<file path="src/rtl/ahb_rtl_pkg.sv">
`default_nettype none
// +----------------------------------------------------------------------+
// | ahb_rtl_pkg : AHB-lite transfer/burst encodings and arbiter states    |
// | Revision    : 1.0                                                    |
// +----------------------------------------------------------------------+
package ahb_rtl_pkg;

  typedef enum logic [1:0] {
    HTRANS_IDLE   = 2'd0,
    HTRANS_BUSY   = 2'd1,
    HTRANS_NONSEQ = 2'd2,
    HTRANS_SEQ    = 2'd3
  } htrans_e;

  typedef enum logic [2:0] {
    HBURST_SINGLE = 3'd0,
    HBURST_INCR   = 3'd1,
    HBURST_WRAP4  = 3'd2,
    HBURST_INCR4  = 3'd3,
    HBURST_WRAP8  = 3'd4,
    HBURST_INCR8  = 3'd5,
    HBURST_WRAP16 = 3'd6,
    HBURST_INCR16 = 3'd7
  } hburst_e;

  typedef enum logic [1:0] {
    ST_PARK  = 2'd0,
    ST_OWN   = 2'd1,
    ST_BURST = 2'd2
  } arb_state_e;

  // Undefined-length INCR counts as one beat; its length is policed separately.
  function automatic logic [4:0] burst_beats(hburst_e burst);
    logic [4:0] beats;
    case (burst)
      HBURST_WRAP4,  HBURST_INCR4:  beats = 5'd4;
      HBURST_WRAP8,  HBURST_INCR8:  beats = 5'd8;
      HBURST_WRAP16, HBURST_INCR16: beats = 5'd16;
      default:                      beats = 5'd1;
    endcase
    return beats;
  endfunction

endpackage
`default_nettype wire

</file>
<file path="src/rtl/ahb_lite_bus_arbiter_if.sv">
`default_nettype none
// +----------------------------------------------------------------------+
// | ahb_lite_bus_arbiter_if : request/bus-status/grant bundle            |
// | Revision                : 1.0                                        |
// +----------------------------------------------------------------------+
interface ahb_lite_bus_arbiter_if import ahb_rtl_pkg::*; #(
  parameter int NUM_MASTERS = 4
);
  localparam int IDX_W = $clog2(NUM_MASTERS);

  logic [NUM_MASTERS-1:0] req;
  logic [NUM_MASTERS-1:0] lock;
  htrans_e                HTRANS;
  hburst_e                HBURST;
  logic                   HREADY;
  logic                   HRESP;
  logic [NUM_MASTERS-1:0] grant;
  logic [IDX_W-1:0]       owner;
  logic [IDX_W-1:0]       data_owner;
  logic                   HMASTLOCK;

  // master: requester/bus side; slave: the arbiter itself
  modport master (
    output req, lock, HTRANS, HBURST, HREADY, HRESP,
    input  grant, owner, data_owner, HMASTLOCK
  );

  modport slave (
    input  req, lock, HTRANS, HBURST, HREADY, HRESP,
    output grant, owner, data_owner, HMASTLOCK
  );
endinterface
`default_nettype wire

</file>
<file path="src/rtl/ahb_rr_picker.sv">
`default_nettype none
// +----------------------------------------------------------------------+
// | ahb_rr_picker : combinational round-robin priority encoder           |
// | Revision      : 1.0                                                  |
// +----------------------------------------------------------------------+
module ahb_rr_picker #(
  parameter int NUM_MASTERS = 4,
  parameter int IDX_W       = $clog2(NUM_MASTERS)
) (
  input  logic [NUM_MASTERS-1:0] req,
  input  logic [IDX_W-1:0]       start_ptr,
  output logic [IDX_W-1:0]       winner,
  output logic                   any_req
);
  logic [IDX_W:0]   w_sum;
  logic [IDX_W-1:0] w_cand;

  // Walk from the far end so the candidate closest to start_ptr is written last.
  always_comb begin
    winner  = '0;
    any_req = 1'b0;
    w_sum   = '0;
    w_cand  = '0;
    for (int i = NUM_MASTERS - 1; i >= 0; i--) begin
      w_sum  = {1'b0, start_ptr} + (IDX_W+1)'(i);
      w_cand = (w_sum >= (IDX_W+1)'(NUM_MASTERS)) ?
               IDX_W'(w_sum - (IDX_W+1)'(NUM_MASTERS)) : IDX_W'(w_sum);
      if (req[w_cand]) begin
        winner  = w_cand;
        any_req = 1'b1;
      end
    end
  end
endmodule
`default_nettype wire

</file>
<file path="src/rtl/ahb_lite_bus_arbiter.sv">
`default_nettype none
// +----------------------------------------------------------------------+
// | ahb_lite_bus_arbiter : burst/lock-aware round-robin AHB-lite arbiter |
// | Revision             : 1.0                                           |
// +----------------------------------------------------------------------+
module ahb_lite_bus_arbiter import ahb_rtl_pkg::*; #(
  parameter int NUM_MASTERS    = 4,
  parameter int DEFAULT_MASTER = 0,
  parameter int MAX_INCR_BEATS = 16
) (
  input  logic                 HCLK,
  input  logic                 HRESETn,
  ahb_lite_bus_arbiter_if.slave bus
);
  localparam int IDX_W = $clog2(NUM_MASTERS);
  localparam int CNT_W = $clog2(MAX_INCR_BEATS);
  localparam logic [IDX_W-1:0]       c_default_idx   = IDX_W'(DEFAULT_MASTER);
  localparam logic [NUM_MASTERS-1:0] c_default_grant = NUM_MASTERS'(1) << DEFAULT_MASTER;
  localparam logic [CNT_W-1:0]       c_incr_last     = CNT_W'(MAX_INCR_BEATS - 1);

  arb_state_e             state_q, state_d;
  logic [3:0]             beat_rem_q, beat_rem_d;
  logic [CNT_W-1:0]       incr_cnt_q, incr_cnt_d;
  logic [NUM_MASTERS-1:0] grant_q, grant_d;
  logic [IDX_W-1:0]       owner_q, owner_d;
  logic [IDX_W-1:0]       data_owner_q, data_owner_d;
  logic                   hmastlock_q, hmastlock_d;

  logic [IDX_W-1:0] w_start_ptr;
  logic [IDX_W-1:0] w_pick;
  logic [IDX_W-1:0] w_winner;
  logic             w_any_req;
  logic [4:0]       w_len;
  logic [3:0]       w_beat_next;
  logic             w_incr_active;
  logic             w_rearb;

  assign w_start_ptr = (owner_q == IDX_W'(NUM_MASTERS - 1)) ? '0 : owner_q + IDX_W'(1);

  ahb_rr_picker #(
    .NUM_MASTERS (NUM_MASTERS),
    .IDX_W       (IDX_W)
  ) u_picker (
    .req       (bus.req),
    .start_ptr (w_start_ptr),
    .winner    (w_pick),
    .any_req   (w_any_req)
  );

  always_comb begin
    w_len       = burst_beats(bus.HBURST);
    w_beat_next = beat_rem_q;
    case (bus.HTRANS)
      HTRANS_NONSEQ: w_beat_next = 4'(w_len - 5'd1);
      HTRANS_SEQ:    w_beat_next = (beat_rem_q == 4'd0) ? 4'd0 : beat_rem_q - 4'd1;
      HTRANS_IDLE:   w_beat_next = 4'd0;
      default:       w_beat_next = beat_rem_q;
    endcase
    if (bus.HRESP) begin
      w_beat_next = 4'd0;
    end
  end

  assign w_incr_active = (bus.HBURST == HBURST_INCR) && (bus.HTRANS != HTRANS_IDLE);
  assign w_rearb       = !bus.lock[owner_q] && (w_beat_next == 4'd0) &&
                         (!w_incr_active || (incr_cnt_q == c_incr_last));
  assign w_winner      = w_any_req ? w_pick : c_default_idx;

  // Everything freezes while HREADY is low.
  always_comb begin
    state_d      = state_q;
    beat_rem_d   = beat_rem_q;
    incr_cnt_d   = incr_cnt_q;
    grant_d      = grant_q;
    owner_d      = owner_q;
    data_owner_d = data_owner_q;
    hmastlock_d  = hmastlock_q;
    if (bus.HREADY) begin
      beat_rem_d   = w_beat_next;
      data_owner_d = owner_q;
      if (w_rearb) begin
        incr_cnt_d  = '0;
        owner_d     = w_winner;
        grant_d     = NUM_MASTERS'(1) << w_winner;
        hmastlock_d = bus.lock[w_winner];
        state_d     = w_any_req ? ST_OWN : ST_PARK;
      end else begin
        if (bus.HTRANS == HTRANS_IDLE) begin
          incr_cnt_d = '0;
        end else if ((bus.HBURST == HBURST_INCR) &&
                     ((bus.HTRANS == HTRANS_NONSEQ) || (bus.HTRANS == HTRANS_SEQ))) begin
          // Saturate so a lock held past the limit still hands off once released.
          incr_cnt_d = (incr_cnt_q == c_incr_last) ? incr_cnt_q : incr_cnt_q + CNT_W'(1);
        end
        state_d = ((w_beat_next != 4'd0) || w_incr_active) ? ST_BURST : ST_OWN;
      end
    end
  end

  always_ff @(posedge HCLK) begin
    if (!HRESETn) begin
      state_q      <= ST_PARK;
      beat_rem_q   <= 4'd0;
      incr_cnt_q   <= '0;
      grant_q      <= c_default_grant;
      owner_q      <= c_default_idx;
      data_owner_q <= c_default_idx;
      hmastlock_q  <= 1'b0;
    end else begin
      state_q      <= state_d;
      beat_rem_q   <= beat_rem_d;
      incr_cnt_q   <= incr_cnt_d;
      grant_q      <= grant_d;
      owner_q      <= owner_d;
      data_owner_q <= data_owner_d;
      hmastlock_q  <= hmastlock_d;
    end
  end

  assign bus.grant      = grant_q;
  assign bus.owner      = owner_q;
  assign bus.data_owner = data_owner_q;
  assign bus.HMASTLOCK  = hmastlock_q;
endmodule
`default_nettype wire
</file>
<file path="src/flat_wrapper.sv">
// flat-port wrapper written by rule: the top's interface ports become plain ports
module ahb_lite_bus_arbiter_flat import ahb_rtl_pkg::*;
#(
  parameter int NUM_MASTERS    = 4,
  parameter int DEFAULT_MASTER = 0,
  parameter int MAX_INCR_BEATS = 16
)
  (HCLK, HRESETn, bus_req, bus_lock, bus_HTRANS, bus_HBURST, bus_HREADY, bus_HRESP, bus_grant, bus_owner, bus_data_owner, bus_HMASTLOCK);
  ahb_lite_bus_arbiter_if #(.NUM_MASTERS(NUM_MASTERS)) bus_i ();
  input  logic HCLK;
  input  logic HRESETn;
  input wire logic [$bits(bus_i.req)-1:0] bus_req;
  input wire logic [$bits(bus_i.lock)-1:0] bus_lock;
  input wire logic [$bits(bus_i.HTRANS)-1:0] bus_HTRANS;
  input wire logic [$bits(bus_i.HBURST)-1:0] bus_HBURST;
  input wire logic [$bits(bus_i.HREADY)-1:0] bus_HREADY;
  input wire logic [$bits(bus_i.HRESP)-1:0] bus_HRESP;
  output wire logic [$bits(bus_i.grant)-1:0] bus_grant;
  output wire logic [$bits(bus_i.owner)-1:0] bus_owner;
  output wire logic [$bits(bus_i.data_owner)-1:0] bus_data_owner;
  output wire logic [$bits(bus_i.HMASTLOCK)-1:0] bus_HMASTLOCK;
  assign bus_i.req = bus_req;
  assign bus_i.lock = bus_lock;
  assign bus_i.HTRANS = bus_HTRANS;
  assign bus_i.HBURST = bus_HBURST;
  assign bus_i.HREADY = bus_HREADY;
  assign bus_i.HRESP = bus_HRESP;
  assign bus_grant = bus_i.grant;
  assign bus_owner = bus_i.owner;
  assign bus_data_owner = bus_i.data_owner;
  assign bus_HMASTLOCK = bus_i.HMASTLOCK;
  ahb_lite_bus_arbiter #(.NUM_MASTERS(NUM_MASTERS), .DEFAULT_MASTER(DEFAULT_MASTER), .MAX_INCR_BEATS(MAX_INCR_BEATS)) u_core (.HCLK(HCLK), .HRESETn(HRESETn), .bus(bus_i));
endmodule
</file>
<file path="config.mk">
export PLATFORM = sky130hd
export DESIGN_NAME = ahb_lite_bus_arbiter_flat
export DESIGN_NICKNAME = d
export VERILOG_FILES = /design/src/rtl/ahb_rtl_pkg.sv /design/src/rtl/ahb_lite_bus_arbiter_if.sv /design/src/rtl/ahb_rr_picker.sv /design/src/rtl/ahb_lite_bus_arbiter.sv /design/src/flat_wrapper.sv
export SDC_FILE = /design/constraint.sdc
export NUM_CORES = 1
export LEC_CHECK = 0
export ABC_AREA = 1
export ABC_CLOCK_PERIOD_IN_PS = 5400
export CORE_ASPECT_RATIO = 1.75
export CORE_MARGIN = 1
export CORE_UTILIZATION = 50
export DETAILED_ROUTE_END_ITERATION = 10
export PLACE_DENSITY = 0.78
export SYNTH_ARGS = -nofsm -noshare
export SYNTH_HDL_FRONTEND = slang
export SYNTH_SLANG_ARGS = --single-unit
</file>
<file path="constraint.sdc">
create_clock -name HCLK -period 5.4 [get_ports HCLK]
set_input_delay 0.81 -clock HCLK [delete_from_list [all_inputs] [get_ports HCLK]]
set_output_delay 0.81 -clock HCLK [all_outputs]
set_load 0.1 [all_outputs]
</file>
# After elaboration in Yosys (flattened, before gate mapping)
# Cells that the tools add are included.
[totals]
register_bits = 17
in_bits = 17
out_inout_bits = 9
elab_cells = 92
[classes]
n_addsub = 11
order_cmp = 10
n_eq_ne = 12
n_shift = 1
muxes = 34
reduce_logical = 18
[op_table]
columns = ["cell", "count"]
rows = [
  ["$mux W4", 6],
  ["$pmux W4 S3", 2],
  ["$mux W2", 10],
  ["$lt A2 B3 Y1 const B", 6],
  ["$bmux W1 S2", 6],
  ["$eq A3 B3 Y1 const B", 4],
  ["$mux W1", 10],
  ["$ge A3 B3 Y1 const B", 3],
  ["$logic_not A4 Y1", 2],
  ["$sub A2 B1 Y2 const B", 4],
  ["$sub A4 B1 Y4 const B", 2],
  ["$add A2 B2 Y3 const B", 2],
  ["$eq A2 B2 Y1 const B", 3],
  ["$eq A3 B2 Y1 const B", 2],
  ["$reduce_or A2 Y1", 3],
  ["$add A4 B1 Y4 const B", 1],
  ["$eq A4 B4 Y1 const B", 1],
  ["$logic_and A1 B1 Y1", 4],
  ["$shl A1 B2 Y4 const A", 1],
  ["$add A2 B1 Y3 const B", 1],
  ["$eq A3 B1 Y1 const B", 1],
  ["$ge A2 B3 Y1 const B", 1],
  ["$ne A3 B2 Y1 const B", 1],
  ["$reduce_and A3 Y1", 1],
  ["other kinds (7)", 9],
]

# Depth between registers and ports, before layout
# Gate-level depths: netlist of run 1.
[depth]
ltp_word = 14
mapped_depth = 17
ltp_nobuf = 17

# Hierarchy
# Synthesis of run 1 repeated with hierarchy kept, for this count alone.
[unflattened]
cells_unflattened = 234
hier_area_um2 = 1367.6
[modules_own_cells]
columns = ["module", "instances", "cells_per_inst", "area_each_um2", "seq_area_each_um2"]
rows = [
  ["ahb_lite_bus_arbiter", 1, 190, 1152.4, 340.3],
  ["ahb_rr_picker", 1, 44, 215.2, 0.0],
]

# Least setup slack after synthesis of run 1
# Ideal clock, no wire load.
[synth_timing]
path_type = "reg2reg"
startpoint = "register u_core.owner_q[1], in the netlist u_core.bus.owner[1]"
endpoint = "register u_core.hmastlock_q, in the netlist u_core.bus.HMASTLOCK"
setup_time_ns = 0.109
t_arrival_ns = 2.449
required_time_ns = 5.291
path_slack_ns = 2.842
path_stages_with_launch = 17
n_path_buf = 0
synth_period_minus_slack_ns = 2.558
cell_sequence = "dfxtp_1 -> ha_1 -> inv_2 -> nand2_4 -> nand2_1 -> nand3_1 -> nand2_1 -> nor2_1 -> nand2_1 -> nand2_1 -> inv_2 -> nand2_4 -> nand2_1 -> nand3_1 -> nand3_1 -> nand2_1 -> inv_1"
[synth_via]
elab_chain_len = 14
elab_cells_between_ends = 43
classes_between = "add/sub: 8; order compare: 4; eq/ne: 1; mux: 26; reduce/logical: 4"
[synth_lines]
columns = ["item", "line", "rtl"]
rows = [
  ["start, declared", "ahb_lite_bus_arbiter.sv:25", "logic [IDX_W-1:0] owner_q, owner_d;"],
  ["start signal, assigned", "ahb_lite_bus_arbiter.sv:106", "owner_q <= c_default_idx;"],
  ["start signal, assigned", "ahb_lite_bus_arbiter.sv:114", "owner_q <= owner_d;"],
  ["$add A2 B1 Y2 / $eq A2 B2 Y1 (equally long branches)", "ahb_lite_bus_arbiter.sv:38", "assign w_start_ptr = (owner_q == IDX_W'(NUM_MASTERS - 1)) ? '0 : owner_q + IDX_W'(1);"],
  ["$mux W2", "ahb_lite_bus_arbiter.sv:38", ""],
  ["$add A2 B2 Y3", "ahb_rr_picker.sv:25", "w_sum = {1'b0, start_ptr} + (IDX_W+1)'(i);"],
  ["$ge A3 B3 Y1 / $sub A2 B1 Y2 (equally long branches)", "ahb_rr_picker.sv:26, ahb_rr_picker.sv:27", ""],
  ["$mux W2", "ahb_rr_picker.sv:26", "w_cand = (w_sum >= (IDX_W+1)'(NUM_MASTERS)) ?"],
  ["$bmux W1 S2", "ahb_rr_picker.sv:28", "if (req[w_cand]) begin"],
  ["$mux W1 (implied by the code)", "ahb_rr_picker.sv:28", ""],
  ["$mux W2 / $mux W1 (equally long branches) (4 in a row)", "ahb_rr_picker.sv:28", ""],
  ["$mux W2", "ahb_lite_bus_arbiter.sv:67", "assign w_winner = w_any_req ? w_pick : c_default_idx;"],
  ["$bmux W1 S2", "ahb_lite_bus_arbiter.sv:85", "hmastlock_d = bus.lock[w_winner];"],
  ["$mux W1 (implied by the code)", "ahb_lite_bus_arbiter.sv:85", ""],
  ["end signal, assigned", "ahb_lite_bus_arbiter.sv:116", "hmastlock_q <= hmastlock_d;"],
  ["end, declared", "ahb_lite_bus_arbiter.sv:27", "logic hmastlock_q, hmastlock_d;"],
]
# Several ways; a longest one is shown, not always the timed one. The select of a mux whose other input is x is not followed.
# A chain may end at the register's enable or synchronous reset.

# Worst setup path after layout of run 1
[layout_timing]
startpoint = "register u_core.owner_q[0], in the netlist u_core.bus.owner[0]"
endpoint = "output port bus_owner[0]"
[layout_rtl]
columns = ["item", "line", "rtl"]
rows = [
  ["end, declared", "flat_wrapper.sv:19", "output wire logic [$bits(bus_i.owner)-1:0] bus_owner;"],
]
# No word-level cell between the ends.

==> flow_summary.toml, run 1 <==
[floorplan]
die_area_sq_um = 2870
core_sq_um = 2490
start_util_pct = 53.3
fp.dieW_um = 41.0
fp.dieH_um = 70.2
num_io_pins = 26
rows = 24

[pwr]
intPower_mw = 0.261
pwr-share-comb_pct = 47.9
finalPower_mw = 0.462
irDropWorstVdd_mv = 0.158
pwr-share-clk_pct = 20.2
netSwitchingPower_mw = 0.201
p_leak_nw = 0.766
swShare_pct = 43.4
p_seq_share_pct = 31.9
p_per_area_nw_per_um2 = 283

[grt]
met1_usage_pct = 22.2
overflow = 0
use_met2_pct = 45.3
use_met3_pct = 3.81
grt_pass1_vias = 1255
grt.total_usage_pct = 24.4
busiest_layer = "met2"
grt_antenna_before_repair = 0
grt_max_degree = 13
grt_pass1_wl_mm = 4.96

[route]
drtAntennaViolNets = 0
wirelength_mm = 3.00
first_pass_iters = 4
wl_per_cell_um = 11.3
vias_per_cell = 5.22
drt_first_iter_violations = 27
route.detailed.drc = 0
via_count = 1384

[placed_design]
dpl.hpwl_mm = 2.49
placed_cell_area_sq_um = 1590
dpl.cell_count = 261
place_congestion = 0.760
post-place-ws_ps = 2640
io_buffers = 25

[clock_tree]
cts_setup_buffers = 0
clock_tree.root_cell = "clkbuf_8"
cts_max_path_buffers = 2
clkSinkCount = 17
cts_resized = 0
cts_buffers = 3
path_clk_slew_ps = 70
clkLatencyLatePin_ps = 250
htreeDepth = 1
cts_tree = "built"
holdBufCountCts = 0

[sta]
hold_viol_final = 0
setup_viol = 0
setup_tns_ps = 0
rsz0062_at_grt = "no"
finalCritPeriodShare_pct = 54.0
tightest_slew_ps = 965
fin_skew_ps = 5.52
timing.slew.headroom_pct = 35.5
timing.fmax_mhz = 343
whs_ps = 475
maxSlewViolCount = 0
period_needed_ps = 2910
finalWorstSetupSlack_ps = 2490

[flow_run]
cap_violations = 0

[setup_path]
ff2ff_path_depth = 15
critical_path.max_fanout = 10
cp.required_ps = 4590
critPathLaunchType = "register"
reg2reg_slack_ps = 3120
cp_slowest_stage_delay_ps = 1230
crit_buf_inv = 1
endpoint_kind = "output port"
crit_family = "buffers and inverters"
arrival_ps = 2100
r2r-end = "u_core.bus.HMASTLOCK"
cp_slowest_cell = "clkdlybuf4s50_1"
worstReg2RegStart = "u_core.bus.owner[0]"
crit_type = "register to output port"
worstPathCellList = "clkdlybuf4s50_1"

[synthesis]
synth_seq_area_share_pct = 25.6
synth_nets = 233
yosys.area.top_type = "dfxtp_1"
synth_edf_count = 0
ys_types = 32
avgSynthCellArea_sq_um = 6.23
synth.cell_area_sq_um = 1330
synth_seq_cells = 17
netlist_top_cells_area = "dfxtp_1 (26%), nand2_1 (17%), nand3_1 (7.9%), inv_1 (7.1%), nor2_1 (5.9%)"
yosysMostFrequentCell = "nand2_1"
ys.flop_type = "dfxtp_1"
syn_inst = 213
synthTopCellsByCount = "nand2_1 (59), inv_1 (25), nand3_1 (21), nor2_1 (21), dfxtp_1 (17)"
synth_top_area_share_pct = 25.6
async_flop_share_pct = 0
ys.warnings.count = 0

[cells_and_area]
stdcell_area_sq_um = 1630
diodes = 0
nFillCells = 249
final_util_pct = 65.5
fin_cells = 265
drive_above_1_share_pct = 12.1
area_delta_synth_final_pct = 23.0
nNetsFinal = 260

[hold_path]
hold_start = "u_core.bus.grant[0]"
holdCritPathClass = "register to register"
hold_path_depth = 2
holdPathEnd = "u_core.bus.grant[0]"

[status]
status = "completed"
[flip-flops by register name, summed over array words and instances (netlist names)]
name / count
u_core.beat_rem_q: 4
u_core.bus.HMASTLOCK: 1
u_core.bus.data_owner: 2
u_core.bus.grant: 4
u_core.bus.owner: 2
u_core.incr_cnt_q: 4
[layer usage]
metal / wire, um / vias up
met4: 87 / 0
met3: 95 / 8
met1: 1100 / 612
met2: 1720 / 33
li1: - / 731
met5: 0 / -
[power groups by stage]
stage | Clock (mW) | Combinational [mW] | Sequential [mW]
after floorplan | 0 | 0.136 | 0.187
after global routing | 0.102 | 0.248 | 0.149
after CTS | 0.0958 | 0.223 | 0.148
final | 0.0934 | 0.221 | 0.147
after global placement | 0 | 0.220 | 0.150
after detailed placement | 0 | 0.222 | 0.150
[worst max-delay path by stage]
| stage | to | cells past startpoint | startpoint | slack (ps) |
|---|---|---|---|---|
| 2_1_floorplan | u_core.bus.HMASTLOCK | 16 | u_core.bus.owner[1] | 2840 |
| 6_report | bus_owner[0] | 1 | u_core.bus.owner[0] | 2490 |
| 4_1_cts | bus_owner[0] | 1 | u_core.bus.owner[0] | 2470 |
| 5_1_grt | bus_owner[0] | 1 | u_core.bus.owner[0] | 2410 |
| 3_3_place_gp | u_core.incr_cnt_q[2] | 11 | bus_HTRANS[0] | 2690 |
| 3_5_place_dp | u_core.incr_cnt_q[0] | 11 | bus_HTRANS[0] | 2640 |
[kinds of logic after synthesis]
logic type      count (synthesis)  synth area share (%)
simple gates                  124                  45.3
compound gates                 33                  14.3
flops                          17                  25.6
fa+ha+maj                       3                  2.83
buf+inv                        34                  10.6
xor+xnor                        2                  1.32
[final cells by class]
| cell class | count | area, sq um | area share [%] |
|---|---|---|---|
| Clock buffer | 3 | 41.3 | 2.53 |
| Clock inverter | 1 | 5.00 | 0.307 |
| Inverter | 31 | 116 | 7.13 |
| Multi-Input combinational cell | 162 | 847 | 51.9 |
| Sequential cell | 17 | 340 | 20.8 |
| Tap cell | 26 | 32.5 | 1.99 |
| Timing Repair Buffer | 25 | 250 | 15.3 |
[layout by cell type (no fill, tap or decap)]
cell type	n
clkdlybuf4s50_1	25
nor2_8	1
nand4_4	1
nor2_1	21
nor3_1	1
a21oi_1	15
nand2_1	59
nand4_1	1
inv_1	25
a31oi_1	1
xor2_1	2
inv_2	6
ha_1	3
o211ai_1	1
nor2_4	1
nand3b_1	1
nor3b_1	1
a21oi_2	1
nand3_1	21
clkbuf_8	3
nand2_2	8
nand2_4	2
nand3_2	2
o21ai_0	9
nor2_2	2
and2_1	2
a21oi_4	1
o221ai_1	1
o21ai_1	3
a211oi_1	1
clkinv_2	1
dfxtp_1	17
Power figures use the tool's default switching activity.
==> inputs of run 2 (changes only) <==
--- a/config.mk
+++ b/config.mk
@@ -6,12 +6,12 @@
 export NUM_CORES = 1
 export LEC_CHECK = 0
 export ABC_AREA = 1
-export ABC_CLOCK_PERIOD_IN_PS = 5400
+export ABC_CLOCK_PERIOD_IN_PS = 2580
 export CORE_ASPECT_RATIO = 1.75
 export CORE_MARGIN = 1
-export CORE_UTILIZATION = 50
+export CORE_UTILIZATION = 46
 export DETAILED_ROUTE_END_ITERATION = 10
-export PLACE_DENSITY = 0.78
+export PLACE_DENSITY = 0.75
 export SYNTH_ARGS = -nofsm -noshare
 export SYNTH_HDL_FRONTEND = slang
 export SYNTH_SLANG_ARGS = --single-unit
==> constraint.sdc (replaced) <==
create_clock -name HCLK -period 2.58 [get_ports HCLK]
set_input_delay 0.387 -clock HCLK [delete_from_list [all_inputs] [get_ports HCLK]]
set_output_delay 0.387 -clock HCLK [all_outputs]
set_load 0.1 [all_outputs]
==> run 2 against run 1 <==
Largest power group unchanged. Critical path depth is 13 higher. Clock skew about the same. Final area decreased by 0.38%.
==> flow_summary.toml, run 2 (same netlist as run 1, synthesis figures left out) <==
[cells_and_area]
layout_commonest_cell = "nand2_1"
layout_common_cells = "nand2_1 (59), inv_1 (25), nand3_1 (21), nor2_1 (21), dfxtp_1 (17)"
nFillCells = 268
nNetsFinal = 262
stdcell_area_sq_um = 1630
diodes = 0
drive_above_1_share_pct = 16.6
area_delta_synth_final_pct = 22.5
multi_input_area_sq_um = 847
fin_cells = 268
seq_area_sq_um = 340

[grt]
grt_max_degree = 13
grt_pass1_wl_mm = 5.26
grt.total_usage_pct = 21.6
grt_antenna_before_repair = 0
overflow = 0
grt_pass1_vias = 1328

[placed_design]
place_congestion = 0.872
dpl.cell_count = 264
placed_cell_area_sq_um = 1580
post-place-ws_ps = 275
io_buffers = 25
dpl.hpwl_mm = 2.45

[route]
met1_length_mm = 1.14
dr_wl_met3_um = 68
drtAntennaViolNets = 0
first_pass_iters = 4
via_count = 1375
drt_first_iter_violations = 11
wl_per_cell_um = 11.0
wirelength_mm = 2.95
vias_per_cell = 5.13
highest_layer = "met4"
wl_met2_mm = 1.68
route.detailed.drc = 0

[sta]
fin_skew_ps = 5.11
timing.fmax_mhz = 491
hold_viol_final = 0
timing.slew.headroom_pct = 71.0
finalCritPeriodShare_pct = 79.0
finalWorstSetupSlack_ps = 542
tightest_slew_ps = 433
setup_tns_ps = 0
period_needed_ps = 2040
rsz0062_at_grt = "no"
setup_viol = 0
maxSlewViolCount = 0

[clock_tree]
htreeDepth = 1
cts_resized = 0
cts_setup_buffers = 0
cts_max_path_buffers = 2
clock_tree.root_cell = "clkbuf_8"
clkLatencyLatePin_ps = 250
path_clk_slew_ps = 70
cts_buffers = 3
cts_tree = "built"
clkSinkCount = 17
holdBufCountCts = 0

[floorplan]
die_area_sq_um = 3110
rows = 25
start_util_pct = 48.8
num_io_pins = 26
core_sq_um = 2720
fp.dieH_um = 73.1
fp.dieW_um = 42.6

[hold_path]
hold_start = "u_core.bus.grant[0]"
holdCritPathClass = "register to register"
hold_path_depth = 2

[setup_path]
ff2ff_path_depth = 13
arrival_ps = 2180
critPathLaunchType = "input pin"
endpoint_kind = "register"
reg2reg_slack_ps = 600
cp.required_ps = 2730
worstReg2RegStart = "u_core.beat_rem_q[0]"
startpoint = "bus_HTRANS[1]"
critical_path.max_fanout = 6
crit_type = "input pin to register"

[pwr]
irDropWorstVdd_mv = 0.274
p_leak_nw = 0.792
p_per_area_nw_per_um2 = 593

[status]
status = "completed"

[flow_run]
cap_violations = 0
-- run 2: cell count changes in the layout (fill, tap and decap cells not counted) --
| cell | change |
|---|---|
| buf_4 | +11 |
| clkdlybuf4s50_1 | -9 |
-- run 2: stage by stage --
stage / util [%] / hold WS [ps] / power, mW
final: 59.8 / 467 / 0.965
after global routing: 59.8 / 507 / 1.04
after CTS: 59.8 / 472 / 0.971
after detailed placement: 58.1 / 457 / 0.779
after global placement: 58.1 / 451 / 0.773
after floorplan: - / 482 / 0.677
-- run 2: area by class of cell --
| class | instances | area share [%] |
|---|---|---|
| multi-input combinational | 162 | 52.1 |
| sequential | 17 | 20.9 |
| timing repair buffer | 27 | 14.9 |
| inverter | 31 | 7.15 |
| clock buffer | 3 | 2.54 |
| tap | 27 | 2.08 |
| clock inverter | 1 | 0.308 |
-- run 2: worst paths after layout --
check                          to
max reg2reg  u_core.incr_cnt_q[1]
min           u_core.bus.grant[0]
min reg2reg   u_core.bus.grant[0]
max          u_core.incr_cnt_q[1]
-- run 2: worst max-delay path: stages --
cell and delay [ps]:
clkdlybuf4s50_1 550, inv_2 50, nand2_1 110, nand2_1 80, inv_1 60, nand2_1 40
nand3_1 100, nand2_1 80, nor2_2 160, nand3_2 170, a21oi_4 220, nand2_1 70
nand2_1 60, nor2_1 50
-- run 2: where the power goes --
part / leakage [nW] / switching, mW / total, mW / internal [mW]
registers: 0.139 / 0.0147 / 0.300 / 0.286
logic: 0.627 / 0.318 / 0.472 / 0.154
clock network: 0.0255 / 0.0854 / 0.192 / 0.107
-- run 2: per-layer routing --
layer	track usage [%]	vias up
met5	0	-
met1	22.1	598
li1	-	743
met2	42.9	28
met3	1.98	6
met4	9.03	0
